## config.mk

```make
export PLATFORM = sky130hd
export DESIGN_NAME = cdb_rr_arbiter
export DESIGN_NICKNAME = d
export VERILOG_FILES = /design/src/rtl/cdb_rr_arbiter.sv
export SDC_FILE = /design/constraint.sdc
export NUM_CORES = 1
export LEC_CHECK = 0
export ABC_AREA = 1
export CAP_MARGIN = 5
export CORE_ASPECT_RATIO = 0.75
export CORE_MARGIN = 2
export CORE_UTILIZATION = 23
export CTS_CLUSTER_SIZE = 40
export DETAILED_ROUTE_END_ITERATION = 16
export RECOVER_POWER = 25
export SYNTH_ARGS = -nofsm -noshare
export SYNTH_HDL_FRONTEND = slang
export SYNTH_SLANG_ARGS = --single-unit
```

## constraint.sdc

```tcl
create_clock -name clk -period 4.9 [get_ports clk]
set_input_delay 1.47 -clock clk [delete_from_list [all_inputs] [get_ports clk]]
set_output_delay 1.47 -clock clk [all_outputs]
set_load 0.005 [all_outputs]
```

## src/rtl/cdb_rr_arbiter.sv

```systemverilog
`timescale 1ns/1ps
// Common data bus arbiter: round-robin grant among the station groups, one-cycle
// registered broadcast, and saturating conflict/broadcast statistics.
module cdb_rr_arbiter #(
   parameter int NREQ = 3,
   parameter int DW   = 32,
   parameter int LW   = 5,
   parameter int CW   = 16
) (
   input  logic               clk,
   input  logic               nRST,
   input  logic [NREQ-1:0]    req,
   input  logic [NREQ*DW-1:0] data_in,
   input  logic [LW*NREQ-1:0] label_in,
   output logic [NREQ-1:0]    ack,
   output logic               bc_en,
   output logic [LW-1:0]      bc_label,
   output logic [DW-1:0]      bc_data,
   output logic [CW-1:0]      conflict_cnt,
   output logic [CW-1:0]      bc_cnt
);
   localparam int PW = (NREQ > 1) ? $clog2(NREQ) : 1;

   logic [PW-1:0] r_ptr;
   logic          r_bc_en;
   logic [LW-1:0] r_bc_label;
   logic [DW-1:0] r_bc_data;
   logic [CW-1:0] r_conflict_cnt;
   logic [CW-1:0] r_bc_cnt;

   logic          w_found;
   logic [PW-1:0] w_win;
   logic          w_multi;
   logic [LW-1:0] w_win_label;
   logic [DW-1:0] w_win_data;

   function automatic logic [CW-1:0] sat_inc(input logic [CW-1:0] v);
      return (v == {CW{1'b1}}) ? v : v + CW'(1);
   endfunction

   function automatic logic [PW-1:0] next_ptr(input logic [PW-1:0] w);
      return (int'(w) == NREQ - 1) ? '0 : w + PW'(1);
   endfunction

   // Search upward from the pointer with wrap; first set request wins.
   always_comb begin
      int idx;
      idx     = 0;
      w_found = 1'b0;
      w_win   = '0;
      for (int k = 0; k < NREQ; k++) begin
         idx = (int'(r_ptr) + k) % NREQ;
         if (!w_found && req[idx]) begin
            w_found = 1'b1;
            w_win   = PW'(idx);
         end
      end
   end

   always_comb begin
      ack = '0;
      if (w_found && !nRST) ack[w_win] = 1'b1;
   end

   // Non-zero after clearing the lowest set bit means two or more requesters.
   assign w_multi     = |(req & (req - NREQ'(1)));
   assign w_win_label = label_in[int'(w_win)*LW +: LW];
   assign w_win_data  = data_in[int'(w_win)*DW +: DW];

   always_ff @(posedge clk or posedge nRST) begin
      if (nRST) begin
         r_ptr          <= '0;
         r_bc_en        <= 1'b0;
         r_bc_label     <= '0;
         r_bc_data      <= '0;
         r_conflict_cnt <= '0;
         r_bc_cnt       <= '0;
      end else begin
         r_bc_en <= |req;
         if (w_found) begin
            r_ptr      <= next_ptr(w_win);
            r_bc_label <= w_win_label;
            r_bc_data  <= w_win_data;
         end
         if (|req)   r_bc_cnt       <= sat_inc(r_bc_cnt);
         if (w_multi) r_conflict_cnt <= sat_inc(r_conflict_cnt);
      end
   end

   assign bc_en        = r_bc_en;
   assign bc_label     = r_bc_label;
   assign bc_data      = r_bc_data;
   assign conflict_cnt = r_conflict_cnt;
   assign bc_cnt       = r_bc_cnt;

endmodule

```

# == Yosys cells after proc, flatten, opt, wreduce, memory -nomap -nowiden ==
# Index checks and enable logic that the tools add are counted.
# totals
in_bits,116
word_cells,59
register_bits,72
# op_classes
bitwise_logic,3
n_div,3
muxes,19
order_cmp,5
n_shift,2
n_addsub,6
n_mul,1
eq_ne,3
reduce_logical,11
# ops
cell,count
32-bit by 4-bit less-than comparator with 1-bit output (second input constant),3
96-bit by 8-bit indexed part select with 32-bit output,1
32-bit by 3-bit remainder unit with 32-bit output (second input constant),2
16-bit by 1-bit adder with 16-bit output (second input constant),2
16-bit == test (second input constant),2
3-bit by 3-bit remainder unit with 32-bit output (second input constant),1
15-bit by 6-bit indexed part select with 5-bit output,1
1-bit 2-to-1 mux,10
2-bit 2-to-1 mux,4
1-bit binary-select mux with 2-bit select,3
3-bit OR reduction,2
2-bit by 3-bit multiplier with 5-bit output (second input constant),1
1-bit logical AND,4
2-bit AND reduction,2
2-bit by 1-bit adder with 3-bit output (second input constant),1
2-bit by 2-bit adder with 3-bit output (second input constant),1
3-bit bitwise AND,1
1-bit zero test,3
2-bit by 3-bit less-than comparator with 1-bit output (second input constant),1
3-bit 2-to-1 mux,1
3-bit by 1-bit subtractor with 3-bit output (second input constant),1
2-bit by 1-bit adder with 2-bit output (second input constant),1
1-bit demux with 2-bit select,1
2-bit == test (second input constant),1
other kinds (2),3

# == Depth between registers and ports, before layout ==
# depth
ltp_word,16
mapped_depth,16
depth_no_buf,14

# == Least setup slack after synthesis ==
# Ideal clock, no wire load.
# synth_timing
path_type,input to output
start,input port nRST
end,output port ack[0]
stages,3
t_arrival_ps,3441
n_path_buf,0
slack_ps,-11
path_cell_list,inv_1 -> nand2_1 -> nor4_1
# synth_between
elab_chain_len,3
# synth_lines
item,line_no,text
"start, declared",11,"input logic nRST,"
1-bit zero test (no line),--,
1-bit logical AND,62,if (w_found && !nRST) ack[w_win] = 1'b1;
3-bit 2-to-1 mux,62,
"end, declared",15,"output logic [NREQ-1:0] ack,"
# Every way passes these cells.

# == Worst setup path in the final report ==
# layout_timing
start,input port req[0]
end,output port ack[1]
# layout_between
elab_chain_len,15
word_cells_on_any_way,26
cone_classes,order compare: 2; mux: 18; reduce/logical: 6
# layout_lines
item,line_no,text
"start, declared",12,"input logic [NREQ-1:0] req,"
1-bit binary-select mux with 2-bit select,53,if (!w_found && req[idx]) begin
1-bit 2-to-1 mux (implied by the code) (2 in series),53,
1-bit 2-to-1 mux,53,
1-bit zero test,53,
1-bit logical AND,53,
1-bit 2-to-1 mux,53,
1-bit zero test,53,
1-bit logical AND,53,
2-bit 2-to-1 mux,53,
2-bit by 3-bit less-than comparator with 1-bit output (implied by the code) / 2-bit by 1-bit >= comparator with 1-bit output (equally long branches),62,
1-bit logical AND (implied by the code),62,
1-bit 2-to-1 mux (implied by the code),62,
1-bit demux with 2-bit select,62,
3-bit 2-to-1 mux *,62,
# Mark *: on every way between the ends. The rest lies on a longest branch, timed or not. The select of a mux whose other input is x is not followed.

==> impl_summary.txt <==
----------------------------------------------------
[Routing]
  Routed wl met2 ... 6290 µm
  Met1 wire length ... 6280 µm
  Detail-routed net length per standard cell ... around 13 µm
  Number of antenna-violating nets in the routed design ... 0
  Starting DRT DRC Count ... 182
  Vias ... around 4500
  Number of DRC violations after detailed routing ... 0
  First-pass DRT Iterations ... 6
  Average vias per placed instance ... ~4.3
  Detailed Route WL ... 14100 µm
  Routed length on met3 ... 1300 µm
  Top layer reached by signal wires ... met4

[Worst hold path]
  Hold Crit Class ... reg2reg

[Synth]
  Share of Yosys cell area claimed by the top area cell type ... 40.5%
  Adder-cell area share of the yosys netlist ... 1.69%
  Register bit count reported by yosys ... 72
  Post-Synthesis Mean Instance Area ... 7.30 µm²
  Main combinational cell family by area after synthesis ... simple AND/OR/NAND/NOR gates
  Cell accounting for the most synthesized area ... dfrtp_1
  Post-synth ARST share ... 100%
  Synthesized area ... 4450 µm²
  Number of nets in the synthesized netlist ... between 700 and 800
  Yosys warns ... 0
  Most used flip-flop cell after synthesis ... dfrtp_1
  Xor/xnor share of the synthesized area ... roughly 5.5%
  Post-synthesis sequential area ratio ... 40.5%
  Top cells by count, synth ... 111 x nand2_1, 105 x inv_1, 82 x nand3_1
  Most frequently used cell type in the post-synthesis netlist ... nand2_1
  Number of flops mapped to enable cells by yosys ... 0
  Share of cell area taken by muxes after synthesis ... 0%
  Share of the synthesized area in compound gates (AO/OA/AOI/OAI) ... 10.0%
  Simple logic cell fraction of the synthesized area ... 28.5%
  Mapped Cells ... 610
  Top cells by area, synth ... dfrtp_1 40%, nand2_1 9.4%, nand3_1 9.2%, inv_1 8.9%, a21oi_1 7.4%
  Synth cell types ... 24

[Placed design]
  Final Wtd Congestion ... 0.765
  Port buffer count ... 188
  Number of instances in the placed design ... 1033
  DPL Wire Length ... 10100 µm
  Pre-CTS setup slack ... -0.0466 ns

[Critical path]
  Cell with the largest stage delay on the worst path ... clkdlybuf4s50_1
  Crit end category ... output port
  Max incr delay on CP ... 0.52 ns
  Data arrival at the endpoint of the critical path ... 3.28 ns
  Register-to-register setup slack ... 2.39 ns
  Worst R2R End ... bc_data[25]$_DFFE_PP0P_
  Endpoint required time on the critical path ... 3.43 ns
  Ordered list of cells on the worst path ... clkdlybuf4s50_1 > inv_1 > nand2_1 > nand3_1 > nand2_2 > nand3_1 > nor2_2 > nor2_1 > nor2_1 > clkdlybuf4s50_1
  Critical Path End ... ack[1]
  Depth of the worst register-to-register path ... 13
  Kind of start point of the critical path ... input port
  Maximum fanout encountered on the critical timing path ... 4
  Launch point of the worst path ... req[0]
  Kind of critical path ... in2out
  FF-to-FF Start ... r_ptr[0]$_DFFE_PP0P_

[Final layout]
  Net count reported at finish ... 913
  Synthesis-to-finish area growth ... 53.5%
  Share of post-route cells with drive strength above 1 ... under 10%
  Final core utilization ... 35.7%
  Layout Cells excl Fill ... between 1000 and 1500
  Ant diodes ... 0

[Timing]
  Worst setup margin ... 0.146 ns
  Max_slew headroom ... -23.7%
  RSZ-0062 raised after global routing ... yes
  Slew at the pin with the worst max-slew slack ... 1.85 ns
  Final Skew ... ~0.005 ns
  Max frequency ... 210 MHz
  Number of hold violations in the final report ... 0
  Final critical-path required period ... 4.75 ns
  Number of setup violations in the final report ... 0
  Slew Limit Fails ... 73
  Fraction of the cycle the final worst path needs ... 97.0%

[Pwr]
  Power per standard cell area ... 659 nW/µm²
  Peak supply drop ... 405 µV
  Leak ... 0.00325 µW

[Floorplan]
  Top Ports ... 189
  Core Area ... 19200 µm²
  Width of the die ... approximately 160 µm
  Die height ... 124 µm
  Initial cell density of the core ... 23.2%
  Number of rows created at floorplan ... 44
  Die area ... 20500 µm²

[Global routing]
  Maximum number of pins on one net before global-route repair ... 73
  Total grt overflow ... 0
  Number of global-route vias before repair ... 4397
  Overall Global Routing Usage ... 14.2%
  Initial antenna violation count ... 0
  Wire length of the first global-routing pass ... 22800 µm

[CTS]
  CTS root buf ... clkbuf_16
  Clock Tree Buf Depth ... 2
  CTS clock-pin slew for the worst setup and hold paths ... 0.05 ns
  Number of levels in the clock H-tree ... 3
  Clock tree from TritonCTS ... yes
  Inserted Clock Buffers ... 9
  Source-to-sink clock delay at the later pin of the worst-skew pair ... around 0.34 ns
  CTS Hold Buffers Added ... 0
  TritonCTS Sinks ... 72

[Run status]
  Violated checks ... max-capacitance violations, max-slew violations
  Run status ... finished with violations

[Run]
  Max-cap viol count ... 1

----------------------------------------------------
[what timing repair did]
action / CTS / global route
setup endpoints to repair: 1 / 2
buffers inserted: 0 / 0
resized for setup: 1 / 4
[sequential cells by signal, summed over array words and instances (netlist names)]
name	flops
r_ptr	2
bc_data	32
bc_en	1
conflict_cnt	16
bc_cnt	16
bc_label	5
[worst max-delay path: cells and delay by family]
| kind | cells | cell delay (ns) |
|---|---|---|
| buf+inv | 3 | 1.12 |
| simple gates | 7 | 0.69 |
[how the worst min path moves through the flow]
stage | cells past startpoint | to | from
after floorplan | 1 | conflict_cnt[5]$_DFFE_PP0P_ | conflict_cnt[5]$_DFFE_PP0P_
after CTS | 1 | conflict_cnt[5]$_DFFE_PP0P_ | conflict_cnt[5]$_DFFE_PP0P_
final | 2 | bc_data[6]$_DFFE_PP0P_ | bc_data[6]$_DFFE_PP0P_
after global placement | 1 | conflict_cnt[5]$_DFFE_PP0P_ | conflict_cnt[5]$_DFFE_PP0P_
after detailed placement | 1 | conflict_cnt[5]$_DFFE_PP0P_ | conflict_cnt[5]$_DFFE_PP0P_
after global routing | 2 | bc_data[6]$_DFFE_PP0P_ | bc_data[6]$_DFFE_PP0P_
[power breakdown]
| part | total (µW) | internal [µW] | switching [µW] |
|---|---|---|---|
| Combinational | 2840 | 1210 | 1630 |
| Clock | 614 | 356 | 259 |
| Sequential | 1050 | 871 | 178 |
[metrics by stage]
step / total power [µW] / instance area, µm² / hold slack, ns / TNS, ns
after CTS: 4600 / 6820 / 0.507 / 0
after global placement: 3910 / 6550 / 0.498 / -0.0751
after detailed placement: 3970 / 6550 / 0.498 / -0.0466
after floorplan: 2940 / 4460 / 0.487 / 0
final: 4510 / 6830 / 0.503 / 0
after global routing: 4960 / 6830 / 0.524 / -0.0138
[cell usage in the layout (no fill, tap or decap), types with 2 or more instances in the layout]
master,instances
dfrtp_1,72
nand3_2,9
clkinv_2,3
xnor2_1,16
ha_1,6
nand2_2,4
nor3_1,9
dlygate4sd3_1,10
clkbuf_16,9
nand3_1,82
a21oi_1,66
o21ai_0,8
nand4_1,6
inv_1,104
nor2_2,2
buf_4,8
clkdlybuf4s50_1,175
dlymetal6s2s_1,2
nand2_1,110
nor2_1,56
a21oi_2,8
clkinvlp_4,2
xor2_1,12
nor4_1,3
inv_2,5
[cell type report]
type                       instances  area [µm²]
clock buffer                      11         243
clock inverter                     5        31.3
fill                            2061       12300
inverter                         110         417
multi-input combinational        399        2040
sequential                        72        1800
tap                              253         317
timing repair buffer             199        1980
[routing by layer]
layer | vias up | global-route usage, %
li1 | 2284 | -
met1 | 2095 | 17.1
met2 | 155 | 23.1
met3 | 15 | 5.96
met4 | 0 | 4.30
met5 | - | 0
[kinds of logic (layout without fill, tap and decap cells)]
logic type,after synthesis,in the layout
simple gates,282,282
buf+inv,139,325
compound gates,83,83
flops,72,72
xor+xnor,28,28
fa+ha+maj,6,6
Power figures use the tool's default switching activity.
